**config.mk**
```make
export PLATFORM = sky130hd
export DESIGN_NAME = mem_port_arbiter
export DESIGN_NICKNAME = d
export VERILOG_FILES = /design/src/rtl/mem_port_arbiter.sv
export SDC_FILE = /design/constraint.sdc
export NUM_CORES = 1
export LEC_CHECK = 0
export CORE_UTILIZATION = 35
export CTS_BUF_LIST = sky130_fd_sc_hd__clkbuf_4
export CTS_CLUSTER_SIZE = 28
export DETAILED_ROUTE_END_ITERATION = 8
export GPL_TIMING_DRIVEN = 1
export PLACE_DENSITY = 0.75
export SKIP_LAST_GASP = 1
export SYNTH_ARGS = -nofsm -noshare
export SYNTH_HDL_FRONTEND = slang
export SYNTH_SLANG_ARGS = --single-unit
```
**constraint.sdc**
```tcl
create_clock -name clk -period 3.1 [get_ports clk]
set_input_delay 0.31 -clock clk [delete_from_list [all_inputs] [get_ports clk]]
set_output_delay 0.31 -clock clk [all_outputs]
set_load 0.005 [all_outputs]
```
**src/rtl/mem_port_arbiter.sv**
```systemverilog
// Shares one memory port between instruction fetch and data load/store.
// IDLE->BUSY->RESP per access, with fetch anti-starvation, a busy watchdog and sticky error flags.
module mem_port_arbiter #(
  parameter int unsigned STARVE_LIMIT = 4,
  parameter int unsigned TIMEOUT      = 64,
  parameter int unsigned CNT_W        = 8
) (
  input  logic        clk,
  input  logic        rst,
  input  logic        if_req,
  input  logic [31:0] if_addr,
  output logic [31:0] if_rdata,
  output logic        if_ack,
  input  logic        d_rd_en,
  input  logic        d_wr_en,
  input  logic [31:0] d_addr,
  input  logic [31:0] d_wdata,
  output logic [31:0] d_rdata,
  output logic        d_ack,
  output logic        stall_if,
  output logic        stall_d,
  output logic [31:0] mem_addr,
  output logic [31:0] mem_wdata,
  output logic        mem_rd,
  output logic        mem_wr,
  input  logic [31:0] mem_rdata,
  input  logic        mem_ready,
  input  logic        err_clr,
  output logic        err_timeout,
  output logic        err_proto
);

  typedef enum logic [1:0] {S_IDLE, S_BUSY, S_RESP} state_t;

  localparam logic [CNT_W-1:0] L_STARVE   = CNT_W'(STARVE_LIMIT);
  localparam logic [CNT_W-1:0] L_TMO_LAST = (TIMEOUT == 0) ? '0 : CNT_W'(TIMEOUT - 1);

  state_t           r_state;
  logic             r_owner_if;
  logic             r_is_wr;
  logic [CNT_W-1:0] r_starve_cnt;
  logic [CNT_W-1:0] r_busy_cnt;

  logic             w_d_pend;
  logic             w_grant_d;
  logic             w_timeout;
  logic             w_abort;
  logic [CNT_W-1:0] w_starve_inc;

  assign w_d_pend     = d_rd_en | d_wr_en;
  // Data wins unless fetch has already waited through STARVE_LIMIT data grants.
  assign w_grant_d    = w_d_pend && ((STARVE_LIMIT == 0) || (r_starve_cnt < L_STARVE) || !if_req);
  assign w_timeout    = (TIMEOUT != 0) && (r_busy_cnt == L_TMO_LAST) && !mem_ready;
  assign w_abort      = (r_state == S_BUSY) && w_timeout;
  assign w_starve_inc = (r_starve_cnt == '1) ? r_starve_cnt : r_starve_cnt + CNT_W'(1);

  assign stall_if = if_req & ~if_ack;
  assign stall_d  = w_d_pend & ~d_ack;

  always_ff @(posedge clk or negedge rst) begin
    if (!rst) begin
      r_state      <= S_IDLE;
      r_owner_if   <= 1'b0;
      r_is_wr      <= 1'b0;
      r_starve_cnt <= '0;
      r_busy_cnt   <= '0;
      mem_addr     <= '0;
      mem_wdata    <= '0;
      mem_rd       <= 1'b0;
      mem_wr       <= 1'b0;
      if_rdata     <= '0;
      if_ack       <= 1'b0;
      d_rdata      <= '0;
      d_ack        <= 1'b0;
      err_timeout  <= 1'b0;
      err_proto    <= 1'b0;
    end else begin
      // Set beats clear when both happen in the same cycle.
      err_proto   <= (d_rd_en & d_wr_en) | (err_proto & ~err_clr);
      err_timeout <= w_abort | (err_timeout & ~err_clr);

      case (r_state)
        S_IDLE: begin
          if (w_grant_d) begin
            r_state      <= S_BUSY;
            r_owner_if   <= 1'b0;
            r_is_wr      <= d_wr_en;
            mem_addr     <= d_addr;
            mem_rd       <= ~d_wr_en;
            mem_wr       <= d_wr_en;
            r_busy_cnt   <= '0;
            r_starve_cnt <= if_req ? w_starve_inc : '0;
            if (d_wr_en) mem_wdata <= d_wdata;
          end else if (if_req) begin
            r_state      <= S_BUSY;
            r_owner_if   <= 1'b1;
            r_is_wr      <= 1'b0;
            mem_addr     <= if_addr;
            mem_rd       <= 1'b1;
            mem_wr       <= 1'b0;
            r_busy_cnt   <= '0;
            r_starve_cnt <= '0;
          end
        end
        S_BUSY: begin
          r_busy_cnt <= r_busy_cnt + CNT_W'(1);
          if (mem_ready || w_timeout) begin
            r_state <= S_RESP;
            mem_rd  <= 1'b0;
            mem_wr  <= 1'b0;
            if (r_owner_if) begin
              if_ack   <= 1'b1;
              if_rdata <= mem_ready ? mem_rdata : '0;
            end else begin
              d_ack   <= 1'b1;
              d_rdata <= (mem_ready && !r_is_wr) ? mem_rdata : '0;
            end
          end
        end
        S_RESP: begin
          if_ack  <= 1'b0;
          d_ack   <= 1'b0;
          r_state <= S_IDLE;
        end
        default: r_state <= S_IDLE;
      endcase
    end
  end

endmodule

```
# ---- Yosys cells after proc, flatten, opt, wreduce, memory -nomap -nowiden
# Index checks and enable logic that the tools add are counted.
# Widths: inputs -> output; s select.
dict set report word_totals {
  elab_cells 91
  reg_bits 154
  in_bits 135
  output_inout_bits 136
}
dict set report classes {
  n_eq_ne 9
  magnitude_cmp 1
  n_addsub 2
  muxes 28
  bitwise_logic 13
  n_reduce_logical 23
}
# operator count
set ops {}
lappend ops {{$mux 32} 4}
lappend ops {{$mux 8} 5}
lappend ops {{$reduce_and 3->1} 7}
lappend ops {{$add 8x1->8 const B} 2}
lappend ops {{$pmux 8 s2} 1}
lappend ops {{$mux 1} 10}
lappend ops {{$eq 8x6->1 const B} 1}
lappend ops {{$eq 8x8->1 const B} 1}
lappend ops {{$lt 8x3->1 const B} 1}
lappend ops {{$pmux 1 s2} 4}
lappend ops {{$mux 2} 3}
lappend ops {{$ne 3x3->1 const B} 2}
lappend ops {{$reduce_and 2->1} 3}
lappend ops {{$reduce_bool 2->1} 3}
lappend ops {{$and 1x1->1} 5}
lappend ops {{$not 1->1} 5}
lappend ops {{$logic_and 1x1->1} 4}
lappend ops {{$ne 2x2->1 const B} 2}
lappend ops {{$pmux 2 s2} 1}
lappend ops {{$logic_not 1->1} 3}
lappend ops {{$or 1x1->1} 3}
lappend ops {{$eq 2x1->1 const B} 1}
lappend ops {{$eq 2x2->1 const B} 1}
lappend ops {{$logic_not 2->1} 1}
lappend ops {{other kinds (2)} 3}

# ---- Logic depth before layout (Yosys ltp)
dict set report depth {
  word_depth 5
  mapped_depth 8
  mapped_depth_nobuf 6
}

# ---- Worst setup path before layout
# OpenSTA, ideal clock, no wires.
dict set report synth_timing {
  path_kind {register to register}
  start {register r_state[0]}
  end {register mem_wr}
  setup_slack_ps 1309
  t_required_ps 3022
  stages_incl_launch_ff 9
  setup_time_ps 78
  arrival_ps 1714
  path_buffers 2
  synth_period_minus_slack_ps 1791
  cell_sequence {dfrtp_1 > inv_1 > ha_1 > buf_2 > or4b_1 > clkbuf_1 > o21ai_0 > nand2b_1 > o2bb2ai_1}
}
dict set report synth_via {
  elab_chain_cells 3
  elab_cells_between_ends 7
  classes_between {eq/ne: 3; mux: 1; reduce/logical: 3}
}
# item line
set synth_rtl {}
lappend synth_rtl {{start, declared} 38} ;# state_t r_state;
lappend synth_rtl {{start signal, assigned} 62} ;# r_state <= S_IDLE;
lappend synth_rtl {{start signal, assigned} 85} ;# r_state <= S_BUSY;
lappend synth_rtl {{start signal, assigned} 95} ;# r_state <= S_BUSY;
lappend synth_rtl {{$eq 2x1->1 or $logic_not 2->1 (tied branches)} 82} ;# case (r_state)
lappend synth_rtl {{$ne 2x1->1 (no source line) (tied with other cells)} -}
lappend synth_rtl {{$reduce_and 3->1 (no source line)} -}
lappend synth_rtl {{end signal, assigned} 90} ;# mem_wr <= d_wr_en;
lappend synth_rtl {{end, declared} 25} ;# output logic mem_wr,
# Parallel ways exist; a longest one is shown, timed or not.
# A chain may end at the register's enable or synchronous reset.

# ---- Worst setup path after layout
dict set report layout_timing {
  start {input d_wr_en}
  end {output stall_d}
}
dict set report layout_via {
  elab_chain_cells 2
}
# item line
set layout_rtl {}
lappend layout_rtl {{start, declared} 15} ;# input logic d_wr_en,
lappend layout_rtl {{$or 1x1->1} 50} ;# assign w_d_pend = d_rd_en | d_wr_en;
lappend layout_rtl {{$and 1x1->1} 58} ;# assign stall_d = w_d_pend & ~d_ack;
lappend layout_rtl {{end, declared} 21} ;# output logic stall_d,
# No other way between the ends.

==> out/results.ini <==
[sta]
post-route-period-util=0.749
whs_ps=291
final.setup.tns_ps=0
tightestPinTransition_ps=708
rsz0062_at_grt=no
final_hold_viol_count=0
clock.fmax_mhz=431
post-route-min-period_ps=2320
finalMaxSlewViolations=0
finalClockSkew_ps=26.3
setup_viol=0
fin_ws_ps=777
slew_headroom=0.522

[power_and_ir_drop]
vdd_drop_max_mv=0.434
switchingPower_mw=2.80
p_leak_nw=4.05
p_total_mw=8.44
switching_share=0.332
intPower_mw=5.64
pwr-share-seq=0.396
clockPowerShare=0.140
powerDensity_nw_per_um2=897
combPwrFrac=0.465

[worst_setup_path]
crit_path_end_kind=output pin
arrival_ps=2010
critPathSlowestCell=clkdlybuf4s50_1
r2r_end=mem_wr
cp.buffers_inverters=2
rrSetupSlack_ps=930
cpPeakStageDelay_ps=610
path_max_fanout=9
cp_common_cell=clkdlybuf4s50_1
path_class=in2out
cp-endpoint=stall_d
regToRegStartpoint=r_state[0]
cp-startpoint=d_wr_en
setup.worst_path.start_class=input pin
crit_chain=clkdlybuf4s50_1 -> or2_2 -> and2_1 -> clkdlybuf4s50_1
r2r_cells=6
worst_ep_required_time_ps=2790
worst_path_dominant_cell_family=buffers and inverters
cp.depth=4

[placement]
dp_hpwl_mm=11.7
portBuffers=270
placed_area_um2=9130
routabilityCongestion=0.757
pre_cts_ws_ps=788

[routing]
wl_per_cell_um=16.6
route.met2.wl_mm=8.06
drtIter0Drc=201
final_antenna_net_count=0
vias=5076
vias_per_cell=4.95
wl_mm=17.0
firstDrtPassIters=4
met1_length_mm=7.22
wl_met3_mm=1.56
highest_layer=met4
drcViolationCount=0

[clocking]
cts_tree=done
cts_buffers=17
clock_latency_ps=530
clockRootBuffer=clkbuf_4
path_clk_slew_ps=150
htreeDepth=4
postCtsSetupBuffers=0
cts_sinks=154
clockBufferDepth=2

[global_route]
grt_pass1_vias=5190
grt_max_degree=66
grtUsageTotal=0.193
overflow=0
antenna_found_initial=1
grt_pass1_wl_mm=27.3

[synthesis]
avgSynthCellArea_um2=11.9
synth_ff_type=dfrtp_1
ys_warn_count=0
synth_cell_types=46
synth-seq-cells=154
synthesis.area_um2=6190
synthArstFlopShare=1.00
synth_nets=662
synthCells=522
synth-edff-count=0
ys_seq_area_frac=0.623

[flow_run]
drv_cap=0

[floorplan]
die_h_um=135
die_area_um2=18200
start_util=0.358
ios=271
core-area_um2=17300
die_w_um=135
fp-row-count=48

[layout]
stdcell_area_um2=9410
final_nets=925
drive_gt1_frac=0.107
syn2layout_area_growth_pct=52.1
fillers=1517

[status]
status=finished clean

[hold_path]
hold_class=in2reg

-- cells in the final DEF (no fill, tap or decap), types with 2 or more instances in the layout --
master	instances
inv_1	8
nor2b_1	2
a22o_1	65
o21ai_0	8
buf_4	9
a31o_2	2
clkinvlp_4	4
clkdlybuf4s50_1	269
diode_2	2
mux2i_1	2
mux2_2	31
inv_6	5
ha_1	5
nand2b_1	2
nor2_1	49
a41oi_1	3
clkinv_2	3
clkbuf_4	17
and2_1	2
and4_1	2
nand2_1	43
xnor2_1	2
xor2_1	3
dfrtp_1	154
nand3_1	5
a21oi_1	68
and3_1	4
-- cells in the mapped netlist, types with 2 or more instances --
cell type	number	area [µm²]
buf_2	22	110
and4_1	2	17.5
nand3_1	5	25.0
dfrtp_1	154	3850
a21oi_1	68	340
mux2i_1	2	20.0
xor2_1	3	26.3
nand2_1	43	161
nor2_1	49	184
ha_1	5	62.6
and2_1	2	12.5
a31oi_1	2	12.5
a41oi_1	3	26.3
a22o_1	65	569
and3_1	4	25.0
xnor2_1	2	17.5
clkbuf_1	15	56.3
nand2b_1	2	12.5
nor2b_1	2	12.5
o21ai_0	8	40.0
inv_1	8	30.0
a31o_2	2	17.5
mux2_2	31	349
-- area by class of cell --
class	instances	area (µm²)	area share
Multi-Input combinational cell	323	2170	0.231
Inverter	8	30.0	0.00319
Tap cell	225	282	0.0299
Timing Repair Buffer	281	2800	0.298
Antenna cell	2	5.00	0.000532
Clock inverter	15	139	0.0148
Clock buffer	17	128	0.0136
Sequential cell	154	3850	0.409
-- power groups by stage --
stage	logic [mW]	clock network, mW	registers, mW
after detailed placement	3.95	0	3.38
after floorplan	1.62	0	3.40
after global placement	3.91	0	3.35
after global routing	4.28	1.32	3.45
final	3.92	1.18	3.34
after CTS	3.97	1.23	3.35
-- cell families (layout without fill, tap and decap cells) --
group           Yosys count  after routing  synth area share
compound gates          159            159             0.177
xor+xnor                  5              5           0.00708
fa+ha+maj                 5              5            0.0101
buf+inv                  45            321            0.0317
flops                   154            154             0.623
mux                      34             34            0.0615
other cells               0              2                 0
simple gates            120            120            0.0898
-- layer usage --
metal	GRT usage	vias to the layer above
met4	0.0637	0
met5	0	-
met1	0.244	2437
li1	-	2392
met3	0.0706	13
met2	0.305	234
-- flip-flops by register name, indices dropped and copies added, names as in the netlist --
name          flops
mem_wr            1
r_owner_if        1
r_is_wr           1
d_rdata          32
if_rdata         32
r_busy_cnt        8
mem_wdata        32
mem_addr         32
d_ack             1
mem_rd            1
err_timeout       1
r_starve_cnt      8
if_ack            1
err_proto         1
r_state           2
-- repair_timing --
item,4_1_cts,5_1_grt
gates resized for setup,0,0
endpoints found under the hold margin,59,0
hold buffers,1,0
-- worst min path at each step --
stage / from / endpoint / slack [ps] / cells past startpoint
6_report: if_addr[18] / mem_addr[18] / 290 / 3
5_1_grt: if_addr[16] / mem_addr[16] / 230 / 3
4_1_cts: if_addr[18] / mem_addr[18] / 220 / 3
3_5_place_dp: rst / d_rdata[1] / 330 / 1
3_3_place_gp: rst / if_rdata[1] / 330 / 1
2_1_floorplan: rst / d_ack / 10 / 0
-- worst reg2reg max path: stages (launching register included) --
cell and delay [ps]:
dfrtp_1 400, inv_1 100, ha_1 470, or4b_1 620
o21ai_0 180, nand2b_1 190, o2bb2ai_1 120
-- metrics by stage --
stage	utilization	instances
final	0.544	1025
after global routing	0.544	1025
after CTS	0.544	1023
after detailed placement	0.528	990
after global placement	0.528	990
after floorplan	-	522
Power figures use the tool's default switching activity.
